===== config.mk =====
export PLATFORM = sky130hd
export DESIGN_NAME = branch_target_predictor
export DESIGN_NICKNAME = d
export VERILOG_FILES = /design/src/rtl/mips_pkg.sv /design/src/rtl/sat_counter.sv /design/src/rtl/branch_target_predictor.sv
export SDC_FILE = /design/constraint.sdc
export NUM_CORES = 2
export LEC_CHECK = 0
export CAP_MARGIN = 25
export CORE_UTILIZATION = 30
export CTS_CLUSTER_SIZE = 25
export DETAILED_ROUTE_END_ITERATION = 6
export PLACE_DENSITY = 0.52
export SLEW_MARGIN = 30
export SYNTH_ARGS = -nofsm -noshare
export SYNTH_HDL_FRONTEND = slang
export SYNTH_SLANG_ARGS = --single-unit

===== constraint.sdc =====
create_clock -name ClockIn -period 11 [get_ports ClockIn]
set_input_delay 1.65 -clock ClockIn [delete_from_list [all_inputs] [get_ports ClockIn]]
set_output_delay 1.65 -clock ClockIn [all_outputs]
set_load 0.03 [all_outputs]

===== src/rtl/mips_pkg.sv =====
// ============================================================================
// Module : mips_pkg
// Brief  : Shared MIPS pipeline types and BTB indexing helpers.
// Rev    : 1.0  initial release
// ============================================================================
`default_nettype none

package mips_pkg;

    localparam int PC_WIDTH     = 32;
    localparam int BTB_ENTRIES  = 16;
    localparam int BTB_CNT_BITS = 2;

    // Helpers take PCs zero-extended to this width so any PC_WIDTH up to it works.
    localparam int BTB_PC_MAX   = 64;

    localparam int BTB_IDX_BITS = $clog2(BTB_ENTRIES);
    localparam int BTB_TAG_BITS = PC_WIDTH - BTB_IDX_BITS - 2;

    typedef struct packed {
        logic                    valid;
        logic [BTB_TAG_BITS-1:0] tag;
        logic [PC_WIDTH-1:0]     target;
        logic [BTB_CNT_BITS-1:0] cnt;
    } btb_entry_t;

    function automatic logic [BTB_PC_MAX-1:0] btb_index(
        input logic [BTB_PC_MAX-1:0] pc,
        input int                    idx_bits
    );
        return (pc >> 2) & ((BTB_PC_MAX'(1) << idx_bits) - BTB_PC_MAX'(1));
    endfunction

    function automatic logic [BTB_PC_MAX-1:0] btb_tag(
        input logic [BTB_PC_MAX-1:0] pc,
        input int                    idx_bits
    );
        return pc >> (idx_bits + 2);
    endfunction

endpackage

`default_nettype wire


===== src/rtl/sat_counter.sv =====
// ============================================================================
// Module : sat_counter
// Brief  : Combinational next value of an up/down saturating counter.
// Rev    : 1.0  initial release
// ============================================================================
`default_nettype none

module sat_counter #(
    parameter int CNT_BITS = 2
) (
    input  logic [CNT_BITS-1:0] i_cnt,
    input  logic                i_inc,
    output logic [CNT_BITS-1:0] o_cnt
);

    always_comb begin
        o_cnt = i_cnt;
        if (i_inc) begin
            if (i_cnt != '1) begin
                o_cnt = i_cnt + CNT_BITS'(1);
            end
        end else if (i_cnt != '0) begin
            o_cnt = i_cnt - CNT_BITS'(1);
        end
    end

endmodule

`default_nettype wire


===== src/rtl/branch_target_predictor.sv =====
// ============================================================================
// Module : branch_target_predictor
// Brief  : Direct-mapped BTB with per-entry saturating direction counters.
// Rev    : 1.0  initial release
// ============================================================================
`default_nettype none

module branch_target_predictor #(
    parameter int PC_WIDTH   = mips_pkg::PC_WIDTH,
    parameter int ENTRIES    = 16,
    parameter int CNT_BITS   = 2,
    parameter int STAT_WIDTH = 16
) (
    input  logic                  ClockIn,
    input  logic                  Reset,
    input  logic [PC_WIDTH-1:0]   LookupPC,
    output logic                  PredHit,
    output logic                  PredTaken,
    output logic [PC_WIDTH-1:0]   PredTarget,
    input  logic                  UpdValid,
    input  logic [PC_WIDTH-1:0]   UpdPC,
    input  logic                  UpdTaken,
    input  logic [PC_WIDTH-1:0]   UpdTarget,
    input  logic                  UpdPredTaken,
    input  logic [PC_WIDTH-1:0]   UpdPredTarget,
    output logic                  Mispredict,
    input  logic                  Invalidate,
    output logic [STAT_WIDTH-1:0] StatUpdates,
    output logic [STAT_WIDTH-1:0] StatMispredicts
);

    import mips_pkg::*;

    localparam int c_IDX_BITS = $clog2(ENTRIES);
    localparam int c_TAG_BITS = PC_WIDTH - c_IDX_BITS - 2;
    localparam logic [CNT_BITS-1:0] c_CNT_ALLOC = CNT_BITS'(1 << (CNT_BITS - 1));
    localparam logic [CNT_BITS-1:0] c_CNT_RESET = CNT_BITS'((1 << (CNT_BITS - 1)) - 1);

    if ((ENTRIES < 2) || ((ENTRIES & (ENTRIES - 1)) != 0)) begin : g_entries_check
        $error("branch_target_predictor: ENTRIES must be a power of two >= 2");
    end
    if ((CNT_BITS < 1) || (CNT_BITS > 4)) begin : g_cnt_check
        $error("branch_target_predictor: CNT_BITS must be 1..4");
    end
    if (PC_WIDTH > BTB_PC_MAX) begin : g_pc_check
        $error("branch_target_predictor: PC_WIDTH exceeds helper width");
    end

    // Same fields as mips_pkg::btb_entry_t, sized for this instance's geometry.
    typedef struct packed {
        logic                  valid;
        logic [c_TAG_BITS-1:0] tag;
        logic [PC_WIDTH-1:0]   target;
        logic [CNT_BITS-1:0]   cnt;
    } entry_t;

    entry_t                r_entries [ENTRIES];
    logic [STAT_WIDTH-1:0] r_stat_updates;
    logic [STAT_WIDTH-1:0] r_stat_mispredicts;

    logic [c_IDX_BITS-1:0] w_lk_idx;
    logic [c_TAG_BITS-1:0] w_lk_tag;
    entry_t                w_lk_entry;
    logic                  w_lk_hit;
    logic [c_IDX_BITS-1:0] w_upd_idx;
    logic [c_TAG_BITS-1:0] w_upd_tag;
    entry_t                w_upd_entry;
    logic                  w_upd_hit;
    logic [CNT_BITS-1:0]   w_cnt_next;
    logic                  w_mispredict;

    assign w_lk_idx    = c_IDX_BITS'(btb_index(BTB_PC_MAX'(LookupPC), c_IDX_BITS));
    assign w_lk_tag    = c_TAG_BITS'(btb_tag(BTB_PC_MAX'(LookupPC), c_IDX_BITS));
    assign w_lk_entry  = r_entries[w_lk_idx];
    assign w_lk_hit    = w_lk_entry.valid && (w_lk_entry.tag == w_lk_tag);

    assign w_upd_idx   = c_IDX_BITS'(btb_index(BTB_PC_MAX'(UpdPC), c_IDX_BITS));
    assign w_upd_tag   = c_TAG_BITS'(btb_tag(BTB_PC_MAX'(UpdPC), c_IDX_BITS));
    assign w_upd_entry = r_entries[w_upd_idx];
    assign w_upd_hit   = w_upd_entry.valid && (w_upd_entry.tag == w_upd_tag);

    assign w_mispredict = UpdValid &&
                          ((UpdTaken != UpdPredTaken) ||
                           (UpdTaken && (UpdTarget != UpdPredTarget)));

    sat_counter #(
        .CNT_BITS (CNT_BITS)
    ) u_sat_counter (
        .i_cnt (w_upd_entry.cnt),
        .i_inc (UpdTaken),
        .o_cnt (w_cnt_next)
    );

    // Invalidate takes priority over a same-cycle update; stats still count it.
    always_ff @(posedge ClockIn or negedge Reset) begin
        if (!Reset) begin
            for (int i = 0; i < ENTRIES; i++) begin
                r_entries[i].valid  <= 1'b0;
                r_entries[i].tag    <= '0;
                r_entries[i].target <= '0;
                r_entries[i].cnt    <= c_CNT_RESET;
            end
        end else if (Invalidate) begin
            for (int i = 0; i < ENTRIES; i++) begin
                r_entries[i].valid <= 1'b0;
            end
        end else if (UpdValid) begin
            if (w_upd_hit) begin
                r_entries[w_upd_idx].cnt <= w_cnt_next;
                if (UpdTaken) begin
                    r_entries[w_upd_idx].target <= UpdTarget;
                end
            end else if (UpdTaken) begin
                r_entries[w_upd_idx] <= '{valid: 1'b1, tag: w_upd_tag,
                                          target: UpdTarget, cnt: c_CNT_ALLOC};
            end
        end
    end

    always_ff @(posedge ClockIn or negedge Reset) begin
        if (!Reset) begin
            r_stat_updates     <= '0;
            r_stat_mispredicts <= '0;
        end else begin
            if (UpdValid && (r_stat_updates != '1)) begin
                r_stat_updates <= r_stat_updates + STAT_WIDTH'(1);
            end
            if (w_mispredict && (r_stat_mispredicts != '1)) begin
                r_stat_mispredicts <= r_stat_mispredicts + STAT_WIDTH'(1);
            end
        end
    end

    assign PredHit         = w_lk_hit;
    assign PredTaken       = w_lk_hit && w_lk_entry.cnt[CNT_BITS-1];
    assign PredTarget      = w_lk_hit ? w_lk_entry.target : '0;
    assign Mispredict      = w_mispredict;
    assign StatUpdates     = r_stat_updates;
    assign StatMispredicts = r_stat_mispredicts;

endmodule

`default_nettype wire


==> impl_metrics.yaml <==
synthesis:
  synth_cells: 3245
  synth-seq-area-share_pct: 50.1
  postSynthAreaPerCell_sq_um: 15.5
  yosys.area.top_type: "dfrtp_1"
  synth_area_sq_um: 50300
  synth-compound-area-share_pct: 1.44
  synthAdderAreaFrac_pct: 0.0895
  synth_ff_type: "dfrtp_1"
  yosys-top-cells-count: "dfrtp_1, mux2_2, mux4_2"
  synthSimpleGateAreaFrac_pct: 2.56
  yosysMostFrequentCell: "dfrtp_1"
  synth_edf_count: 0
  synth_warnings: 0
  synthMuxAreaShare_pct: 40.6
  synth_cell_types: 50
  synthXorXnorAreaFrac_pct: 2.23
  synth.net_count: 3381
  ys_seq_elements: 1008
  ys_top_cells_by_area: "dfrtp_1, mux2_2, mux4_2"
  synth_top_area_share_pct: 49.3
  synth_top_family_by_area: "multiplexers"
  async_reset_ff_share_pct: 100
final_layout:
  finalNetCount: 3441
  fin_util_pct: 35.4
  areaGrowthSynthToFinish_pct: 16.6
  multi_input_area_sq_um: 23900
  drive_above_1_share_pct: 49.4
  fillers: 15809
  area.sequential_sq_um: 25200
  fin_area_sq_um: 58700
min_path:
  holdPathStages: 1
  holdCritStartpoint: "StatUpdates[6]$_DFFE_PN0P_"
  hold_path.class: "flop to flop"
  holdPathEnd: "StatUpdates[6]$_DFFE_PN0P_"
status:
  status: "finished clean"
power:
  leakage_nw: 26.1
  finalPower_mw: 10.3
  peakVddDrop_v: 0.000147
  power_density_nw_per_um2: 175
detailed_routing:
  first_pass_iters: 5
  ant_nets: 0
  wl_met1_microns: 66500
  wl_per_cell_microns: 26.4
  vias: 29382
  wl_microns: 148000
  drc: 0
  via_per_inst: 5.25
  top_layer: "met5"
  drt_iter0_markers: 1952
  wl_met2_microns: 69700
  dr_wl_met3_microns: 6720
run:
  drv_cap: 0
clock_tree:
  h-tree-depth: 3
  ctsHoldBuffers: 0
  clkSinkCount: 1008
  path_clk_slew_ns: 0.05
  post_cts_resize_count: 0
  clock_latency_ns: 0.77
  root_buffer: "clkbuf_16"
  cts_buffers: 116
  clk_path_buf_depth: 3
  tritoncts: "built"
  postCtsSetupBuffers: 0
global_routing:
  grt_usage_pct: 17.5
  grt_overflow: 0
  grt_pass1_vias: 31389
  antenna_found_initial: 13
  grt_max_degree: 153
  grt_pass1_wl_microns: 219000
setup_path:
  r2r-end: "r_entries[408]$_DFFE_PN0P_"
  ff2ff_path_depth: 12
  crit_family: "buffers and inverters"
  cp.arrival_ns: 6.43
  setup.worst_path.start_class: "primary input"
  required_ns: 9.35
  worstSetupPathType: "primary input to primary output"
  worst_path_max_delay_cell: "clkdlybuf4s50_1"
  cp-end-kind: "primary output"
  path_max_fanout: 50
  cp.depth: 11
  slowest_delay_ns: 0.76
  ff2ff_setup_slack_ns: 6.44
  path_cells: "buf_8, buf_16, buf_4, mux4_2, mux4_2, xnor2_1, nand4_1, nor4_2, buf_4, and3_1, clkdlybuf4s50_1"
  cp_num_buf_inv: 5
  r2r-start: "r_entries[971]$_DFFE_PN0P_"
timing:
  min_period_ns: 8.08
  fmax_ghz: 0.124
  tns_ns: 0
  slew-limit-headroom_pct: 30.4
  finalClockSkew_ns: 0.0705
  period_share_pct: 73.4
  hold_viol: 0
  rsz0062_at_grt: "no"
  hold_slack_ns: 0.491
  drv_slew: 0
  finalSetupViolations: 0
  worstMarginPinSlew_ns: 1.04
die:
  io_pins: 201
  die_y_microns: 412
  fp.dieArea_sq_um: 169000
  start_util_pct: 30.4
  die_x_microns: 412
  core_area_sq_um: 166000
  row_count: 149
placement:
  numPortBuffers: 196
  dp.final_hpwl_microns: 81000
  placement.cell_area_sq_um: 54400
  gp_congestion: 0.746
[flip-flops by register name, indices dropped and copies added, names as in the netlist]
register	flops
StatUpdates	16
StatMispredicts	16
r_entries	976
[logic make-up (layout without fill, tap and decap cells)]
kind of cell,count (synthesis),count (layout)
simple gates,254,254
xor+xnor,128,128
other cells,0,4
flops,1008,1008
fa+ha+maj,4,4
compound gates,105,105
buf+inv,323,481
mux,1423,1423
[per-stage QoR]
stage / worst slack [ns] / std cells
2_1_floorplan: 4.40 / 3245
3_3_place_gp: 2.78 / 5371
3_5_place_dp: 2.80 / 5374
4_1_cts: 2.80 / 5590
5_1_grt: 2.61 / 5594
6_report: 2.92 / 5596
[metal layers]
layer	vias to the layer above	GRT usage, %
li1	12407	-
met1	16054	24.2
met2	697	27.8
met3	218	3.16
met4	6	5.64
met5	-	0
[worst max-delay path by stage]
stage | startpoint | endpoint | slack, ns
5_1_grt | LookupPC[2] | PredTaken | 2.61
3_5_place_dp | LookupPC[2] | PredTaken | 2.80
6_report | LookupPC[2] | PredTaken | 2.92
2_1_floorplan | LookupPC[2] | PredTarget[12] | 4.40
3_3_place_gp | LookupPC[2] | PredTaken | 2.78
4_1_cts | LookupPC[2] | PredTaken | 2.80
[where the power goes]
group          internal, mW  switching, mW
Clock                  2.57           1.66
Combinational         0.894          0.656
Sequential             4.20          0.308
Total                  7.67           2.63
[cell usage in the layout, fill, tap and decap left out, types with 6 or more instances in the layout]
cell / n
nand3_1: 31
a21oi_1: 18
mux2i_1: 85
xor2_1: 54
clkdlybuf4s50_1: 187
clkbuf_16: 117
nand2_4: 11
o22ai_1: 6
nor2b_1: 7
and3_1: 44
clkinv_2: 18
nor4_1: 7
nand2_1: 51
mux4_2: 403
nor2_1: 39
buf_6: 11
a31oi_1: 18
dfstp_2: 16
clkbuf_1: 17
a22oi_1: 8
xnor2_1: 73
a31o_2: 15
dfrtp_1: 992
nor2_4: 17
a21o_1: 16
o21ai_0: 8
bufinv_16: 16
buf_4: 49
mux2_2: 932
nand4_1: 17
clkbuf_8: 37
[final cells by class]
cell class | count | share of cell area [%]
clock inverters | 46 | 1.32
repair buffers | 258 | 4.38
inverters | 7 | 0.0448
diodes | 4 | 0.0170
flip-flops and latches | 1008 | 43.0
multi-input cells | 1914 | 40.6
well taps | 2189 | 4.67
clock buffers | 170 | 5.94
(Power assumes the default switching activity.)
